## src/rtl/pso_pkg.sv

```systemverilog
// Shared types and constants for the power-shutoff sequencer.
// Sequence overhead excludes the on/off periods and the power-up wait.
package pso_pkg;

    typedef enum logic [2:0] {
        ST_RUN     = 3'd0,
        ST_GATE    = 3'd1,
        ST_SAVE    = 3'd2,
        ST_ISO     = 3'd3,
        ST_OFF     = 3'd4,
        ST_WAKE    = 3'd5,
        ST_RESTORE = 3'd6,
        ST_UNISO   = 3'd7
    } pso_state_e;

    localparam int unsigned SEQ_OVERHEAD_CYC = 5;

endpackage

```

## src/rtl/pso_dom_fsm.sv

```systemverilog
// One switchable domain: shutdown/wake sequence FSM, shared period counter,
// power-up wait down-counter and saturating shutdown-event counter.
//
// state   | meaning
// RUN     | domain powered and clocked, counting on-period
// GATE    | clock gated
// SAVE    | retention save pulse
// ISO     | isolation raised
// OFF     | power switch open, counting off-period
// WAKE    | power restored, waiting for supply to settle
// RESTORE | retention restore pulse
// UNISO   | isolation dropped, clock still gated
module pso_dom_fsm
    import pso_pkg::*;
#(
    parameter int CNT_W      = 16,
    parameter int PWR_UP_CYC = 4,
    parameter int EVT_W      = 8
) (
    input  logic             clk_i,
    input  logic             rst_n_i,
    input  logic             control_i,
    input  logic             test_mode_i,
    input  logic             off_req_i,
    input  logic [CNT_W-1:0] on_cyc_i,
    input  logic [CNT_W-1:0] off_cyc_i,
    output logic             clk_en_o,
    output logic             save_o,
    output logic             restore_o,
    output logic             iso_o,
    output logic             shutoff_o,
    output logic             dom_off_o,
    output logic [EVT_W-1:0] evt_cnt_o
);

    localparam int WK_W = (PWR_UP_CYC > 1) ? $clog2(PWR_UP_CYC) : 1;
    localparam logic [WK_W-1:0]  WK_LOAD = WK_W'(PWR_UP_CYC - 1);
    localparam logic [WK_W-1:0]  WK_ONE  = WK_W'(1);
    localparam logic [CNT_W-1:0] CNT_ONE = CNT_W'(1);
    localparam logic [EVT_W-1:0] EVT_ONE = EVT_W'(1);

    pso_state_e       state_q, state_d;
    logic [CNT_W-1:0] cnt_q, cnt_d;
    logic [WK_W-1:0]  wk_q, wk_d;
    logic [EVT_W-1:0] evt_q;
    logic [CNT_W-1:0] on_lim, off_lim;
    logic             auto_en;
    logic             clk_en_q, save_q, restore_q, iso_q, shutoff_q, dom_off_q;

    always_comb begin
        auto_en = control_i && !test_mode_i;
        // A zero period behaves like a one-cycle period.
        on_lim  = (on_cyc_i  == '0) ? '0 : on_cyc_i  - CNT_ONE;
        off_lim = (off_cyc_i == '0) ? '0 : off_cyc_i - CNT_ONE;
        state_d = state_q;
        cnt_d   = cnt_q;
        wk_d    = wk_q;
        case (state_q)
            ST_RUN: begin
                if ((auto_en && cnt_q >= on_lim) || (off_req_i && !test_mode_i)) begin
                    state_d = ST_GATE;
                    cnt_d   = '0;
                end else if (auto_en) begin
                    cnt_d = cnt_q + CNT_ONE;
                end
            end
            ST_GATE: state_d = ST_SAVE;
            ST_SAVE: state_d = ST_ISO;
            ST_ISO: begin
                state_d = ST_OFF;
                cnt_d   = '0;
            end
            ST_OFF: begin
                if (!auto_en || cnt_q >= off_lim) begin
                    state_d = ST_WAKE;
                    cnt_d   = '0;
                    wk_d    = WK_LOAD;
                end else begin
                    cnt_d = cnt_q + CNT_ONE;
                end
            end
            ST_WAKE: begin
                if (wk_q == '0) state_d = ST_RESTORE;
                else            wk_d    = wk_q - WK_ONE;
            end
            ST_RESTORE: state_d = ST_UNISO;
            ST_UNISO: begin
                state_d = ST_RUN;
                cnt_d   = '0;
            end
            default: begin
                state_d = ST_RUN;
                cnt_d   = '0;
            end
        endcase
    end

    // Outputs are decoded from the next state so they line up with state_q.
    always_ff @(posedge clk_i or negedge rst_n_i) begin
        if (!rst_n_i) begin
            state_q   <= ST_RUN;
            cnt_q     <= '0;
            wk_q      <= '0;
            evt_q     <= '0;
            clk_en_q  <= 1'b1;
            save_q    <= 1'b0;
            restore_q <= 1'b0;
            iso_q     <= 1'b0;
            shutoff_q <= 1'b0;
            dom_off_q <= 1'b0;
        end else begin
            state_q <= state_d;
            cnt_q   <= cnt_d;
            wk_q    <= wk_d;
            if (state_q == ST_ISO && evt_q != '1) evt_q <= evt_q + EVT_ONE;
            clk_en_q  <= (state_d == ST_RUN);
            save_q    <= (state_d == ST_SAVE);
            restore_q <= (state_d == ST_RESTORE);
            iso_q     <= (state_d inside {ST_ISO, ST_OFF, ST_WAKE, ST_RESTORE});
            shutoff_q <= (state_d == ST_OFF);
            dom_off_q <= (state_d != ST_RUN);
        end
    end

    assign clk_en_o  = clk_en_q;
    assign save_o    = save_q;
    assign restore_o = restore_q;
    assign iso_o     = iso_q;
    assign shutoff_o = shutoff_q;
    assign dom_off_o = dom_off_q;
    assign evt_cnt_o = evt_q;

endmodule

```

## src/rtl/pso_sequencer.sv

```systemverilog
// Power-shutoff sequencer for N_DOM independent switchable domains; each
// domain runs its own periodic shutdown/wake sequence.
module pso_sequencer
    import pso_pkg::*;
#(
    parameter int N_DOM      = 3,
    parameter int CNT_W      = 16,
    parameter int PWR_UP_CYC = 4,
    parameter int EVT_W      = 8
) (
    input  logic                   clk,
    input  logic                   rst,
    input  logic                   control,
    input  logic                   test_mode,
    input  logic [N_DOM*CNT_W-1:0] on_cyc,
    input  logic [N_DOM*CNT_W-1:0] off_cyc,
    input  logic [N_DOM-1:0]       off_req,
    output logic [N_DOM-1:0]       clk_en,
    output logic [N_DOM-1:0]       save,
    output logic [N_DOM-1:0]       restore,
    output logic [N_DOM-1:0]       iso,
    output logic [N_DOM-1:0]       shutoff,
    output logic [N_DOM-1:0]       dom_off,
    output logic [N_DOM*EVT_W-1:0] evt_cnt
);

    for (genvar d = 0; d < N_DOM; d++) begin : g_dom
        pso_dom_fsm #(
            .CNT_W      (CNT_W),
            .PWR_UP_CYC (PWR_UP_CYC),
            .EVT_W      (EVT_W)
        ) u_dom (
            .clk_i       (clk),
            .rst_n_i     (rst),
            .control_i   (control),
            .test_mode_i (test_mode),
            .off_req_i   (off_req[d]),
            .on_cyc_i    (on_cyc[d*CNT_W +: CNT_W]),
            .off_cyc_i   (off_cyc[d*CNT_W +: CNT_W]),
            .clk_en_o    (clk_en[d]),
            .save_o      (save[d]),
            .restore_o   (restore[d]),
            .iso_o       (iso[d]),
            .shutoff_o   (shutoff[d]),
            .dom_off_o   (dom_off[d]),
            .evt_cnt_o   (evt_cnt[d*EVT_W +: EVT_W])
        );
    end

endmodule

```

## config.mk

```make
export PLATFORM = sky130hd
export DESIGN_NAME = pso_sequencer
export DESIGN_NICKNAME = d
export VERILOG_FILES = /design/src/rtl/pso_pkg.sv /design/src/rtl/pso_dom_fsm.sv /design/src/rtl/pso_sequencer.sv
export SDC_FILE = /design/constraint.sdc
export NUM_CORES = 1
export LEC_CHECK = 0
export ABC_AREA = 1
export CORE_MARGIN = 2
export CORE_UTILIZATION = 45
export DETAILED_ROUTE_END_ITERATION = 8
export HOLD_SLACK_MARGIN = 0.05
export PLACE_DENSITY = 0.78
export SLEW_MARGIN = 20
export SYNTH_ARGS = -nofsm -noshare
export SYNTH_HDL_FRONTEND = slang
export SYNTH_SLANG_ARGS = --single-unit
```

## constraint.sdc

```tcl
create_clock -name clk -period 2.69 [get_ports clk]
set_clock_uncertainty 0.2 [all_clocks]
set_input_delay 0.269 -clock clk [delete_from_list [all_inputs] [get_ports clk]]
set_output_delay 0.269 -clock clk [all_outputs]
set_load 0.03 [all_outputs]
```

==> flow_summary_export.csv <==
group,metric,value,unit
worst_setup_path,cp-start-kind,"input pin",
routing,drt_iter0_markers,779,
floorplanning,coreArea,22780,um^2
floorplanning,initial_utilization,0.4604,
routing,drt-total-wl,33030,um
cells_and_area,final_cells,2261,
global_routing,antenna_found_initial,2,
worst_setup_path,arrival,2990,ps
global_routing,grt_use_total,0.2456,
worst_setup_path,cp-startpoint,"off_cyc[35]",
pwr,seqPwrFrac,0.294,
floorplanning,die_w,156.7,um
pwr,leakage,0.008567,uW
clock_network,cts_buffers,9,
worst_setup_path,required,2740,ps
yosys,postSynthAreaPerCell,6.771,um^2
sta,fin_setup_tns,-6157,ps
worst_setup_path,r2r_start,"g_dom[2].u_dom.cnt_q[10]$_DFFE_PN0P_",
yosys,ys_types,47,
worst_hold_path,hold_start,"g_dom[2].u_dom.evt_cnt_o[7]$_DFFE_PN0P_",
clock_network,cts_tree,"built",
sta,hold_viol_final,0,
sta,rsz0062_at_grt,"true",
worst_setup_path,rrSetupSlack,340,ps
worst_setup_path,worstSetupEndpointType,"register",
sta,slew_viol_final,0,
yosys,synthTopCellsByArea,"dfrtp_1 (24%), nand2_1 (14%), ha_1 (14%)",
place,placed_cells,2174,
sta,slew_headroom,0.3965,
pwr,p_per_area,496.6,nW/um^2
yosys,ys_warn_count,0,
sta,fin_crit_sh,1.090,
routing,drc,0,
cells_and_area,areaGrowthSynthToFinish,53.73,%
clock_network,cts_max_level,3,
sta,max_freq,341.1,MHz
worst_setup_path,slowest_delay,320,ps
place,dp_hpwl,22490,um
worst_setup_path,path_cells,"buf_2 -> nor2_2 -> inv_1 -> nor2_4 -> inv_2 -> nor2_2 -> nand2_2 -> buf_4 -> inv_1 -> o21ai_0 -> ha_1 -> nand4_1 -> nor3_4 -> nand2_1 -> and2_1 -> nand4_1 -> buf_6 -> nand3_4 -> nand2_1 -> inv_1",
yosys,synth_nets,1766,
floorplanning,io_pins,145,
routing,via_per_inst,5.169,
run_status,failed_checks,"negative setup slack",
sta,tightest_slew,898.4,ps
global_routing,grt_pass1_vias,11130,
clock_network,path_clk_slew,80,ps
worst_setup_path,critPathKind,"input pin to register",
sta,setup_viol,59,
clock_network,clkLatencyLatePin,360,ps
worst_hold_path,hp-class,"register to register",
pwr,pwr-share-comb,0.545,
pwr,p_switching,3705,uW
yosys,yosysTopAreaCellShare,0.2434,
worst_setup_path,crit_slowest_cell,"ha_1",
pwr,p_int,4302,uW
cells_and_area,drive_gt1_frac,0.3616,
run_status,status,"finished, violations left",
global_routing,overflow,0,
worst_setup_path,r2r-end,"g_dom[2].u_dom.cnt_q[2]$_DFFE_PN0P_",
place,place.gp.congestion,0.9345,
global_routing,grt_pass1_wl,49570,um
pwr,power_frac_clock,0.161,
routing,dr.pass1.iters,6,
worst_setup_path,crit_top_cell,"inv_1",
yosys,synth_top_area_cell,"dfrtp_1",
clock_network,cts_buffer_depth,2,
worst_setup_path,crit_buf_inv,7,
worst_setup_path,r2r_cells,10,
sta,fin_ws,-241.3,ps
worst_setup_path,crit_fanout,7,
yosys,synth_seq_cells,105,
routing,ant_nets,0,
place,port_buffers,144,
cells_and_area,nets,2159,
floorplanning,dieArea,24540,um^2
worst_hold_path,hold_depth,1,
routing,vias,11690,
sta,whs,314.1,ps
sta,layout_min_cycle_time,2931,ps
clock_network,cts_root_buffer,"clkbuf_16",
job,maxCapViolCount,0,
floorplanning,die_h,156.7,um
worst_hold_path,holdPathEnd,"g_dom[2].u_dom.evt_cnt_o[7]$_DFFE_PN0P_",
yosys,synthesis.area,10490,um^2
clock_network,cts_sinks,105,
pwr,peakVddDrop,0.0003404,V
floorplanning,row_count,55,
yosys,synth_seq_area_share,0.2509,
global_routing,grt_max_degree,60,
pwr,p_sw_frac,0.4628,
yosys,syn_inst,1549,
routing,avgRoutedWirePerCell,14.61,um
worst_setup_path,cp_top_family,"simple AND/OR/NAND/NOR gates",
==> Yosys cell counts (all sizes together) <==
master  count
and2        1
dfrtp     102
clkbuf      5
or2        17
xor2       64
nor4       15
ha        114
nand4      44
o21a        2
nand3     113
nor3b       2
and3        1
nand3b      2
a32oi       3
o31ai       2
mux2        3
nor2b       2
o21bai      7
nor3       48
xnor2      30
a21o        4
buf        20
a21boi      2
o211ai      4
a21oi      46
nor2      199
clkinv      1
inv       251
o21ai      33
nand2     407
dfstp       3
a31oi       2
==> sequential cells by signal, summed over array words and instances (netlist names) <==
signal                 cells
g_dom.u_dom.cnt_q         48
g_dom.u_dom.evt_cnt_o     24
g_dom.u_dom.clk_en_o       3
g_dom.u_dom.state_q        9
g_dom.u_dom.save_o         3
g_dom.u_dom.shutoff_o      3
g_dom.u_dom.wk_q           6
g_dom.u_dom.dom_off_o      3
g_dom.u_dom.iso_o          3
g_dom.u_dom.restore_o      3
==> routing by layer <==
metal	routed length, um	part of all wire	up-vias	GRT usage
met5	0	0	-	0
met4	1026	0.031	0	0.07689
met3	2060	0.062	102	0.03932
met2	17000	0.51	427	0.4443
met1	12940	0.39	5406	0.2978
li1	-	-	5753	-
==> worst register-to-register path, cell delays in order (launching register included) <==
cell,delay (ps)
dfrtp_1,460
ha_1,340
nand4_1,170
nor3_4,260
nand2_1,130
and2_1,150
nand4_1,80
buf_6,150
nand3_4,160
nand2_1,100
inv_1,50
==> logic make-up after synthesis <==
| kind of cell | after synthesis | synth area share |
|---|---|---|
| compound gates | 105 | 0.05679 |
| xor+xnor | 94 | 0.07850 |
| fa+ha+maj | 114 | 0.1360 |
| buf+inv | 277 | 0.1080 |
| flops | 105 | 0.2509 |
| mux | 3 | 0.003221 |
| simple gates | 851 | 0.3666 |
==> timing repair <==
action                                 4_1_cts  5_1_grt
pin swaps                                  138      185
hold buffers                                 1        0
setup buffers                               43       25
endpoints found under the hold margin       45        0
resized for setup                          329      305
gates cloned                                 2        1
setup endpoints to repair                   66       66
==> power by group through the flow <==
stage	Combinational [uW]	Clock (uW)	Sequential [uW]
3_5_place_dp	3690	0	2370
3_3_place_gp	3580	0	2360
2_1_floorplan	2350	0	2460
6_report	4360	1290	2360
5_1_grt	4790	1380	2410
4_1_cts	4000	1310	2350
==> worst max path at each step <==
stage               cells past startpoint                                    to
floorplan                              22   g_dom[1].u_dom.cnt_q[8]$_DFFE_PN0P_
global placement                       21    g_dom[0].u_dom.shutoff_o$_DFF_PN0_
detailed placement                     23  g_dom[1].u_dom.cnt_q[11]$_DFFE_PN0P_
CTS                                    22  g_dom[0].u_dom.cnt_q[14]$_DFFE_PN0P_
global route                           20   g_dom[2].u_dom.cnt_q[2]$_DFFE_PN0P_
finish                                 20   g_dom[2].u_dom.cnt_q[2]$_DFFE_PN0P_
==> cell usage in the layout, fill, tap and decap left out, types with 35 or more instances in the layout <==
| cell type | instances |
|---|---|
| buf_4 | 235 |
| clkdlybuf4s50_1 | 63 |
| dfrtp_1 | 102 |
| ha_1 | 83 |
| inv_1 | 202 |
| inv_2 | 42 |
| nand2_1 | 315 |
| nand2_2 | 72 |
| nand3_1 | 69 |
| nand3_2 | 35 |
| nand4_1 | 42 |
| nor2_1 | 125 |
| nor2_2 | 37 |
| nor2_4 | 37 |
| xor2_1 | 62 |
==> stage by stage <==
step | power, uW | setup slack, ps | instance area [um^2] | utilization
after floorplan | 4815 | -120.2 | 10740 | -
after global placement | 5939 | -870.4 | 13840 | 0.6075
after detailed placement | 6063 | -975.8 | 13840 | 0.6075
after CTS | 7659 | -116.3 | 14980 | 0.6578
after global routing | 8585 | -324.7 | 16120 | 0.7077
final | 8007 | -241.3 | 16120 | 0.7078
==> layout make-up <==
class,count,area (um^2)
multi-input cells,1169,8412
fillers,1680,6655
repair buffers,405,3415
flip-flops and latches,105,2631
inverters,252,988.4
well taps,313,391.6
clock buffers,11,242.7
clock inverters,5,40.04
diodes,1,2.502
No activity file was read; power rests on OpenSTA's default activity.
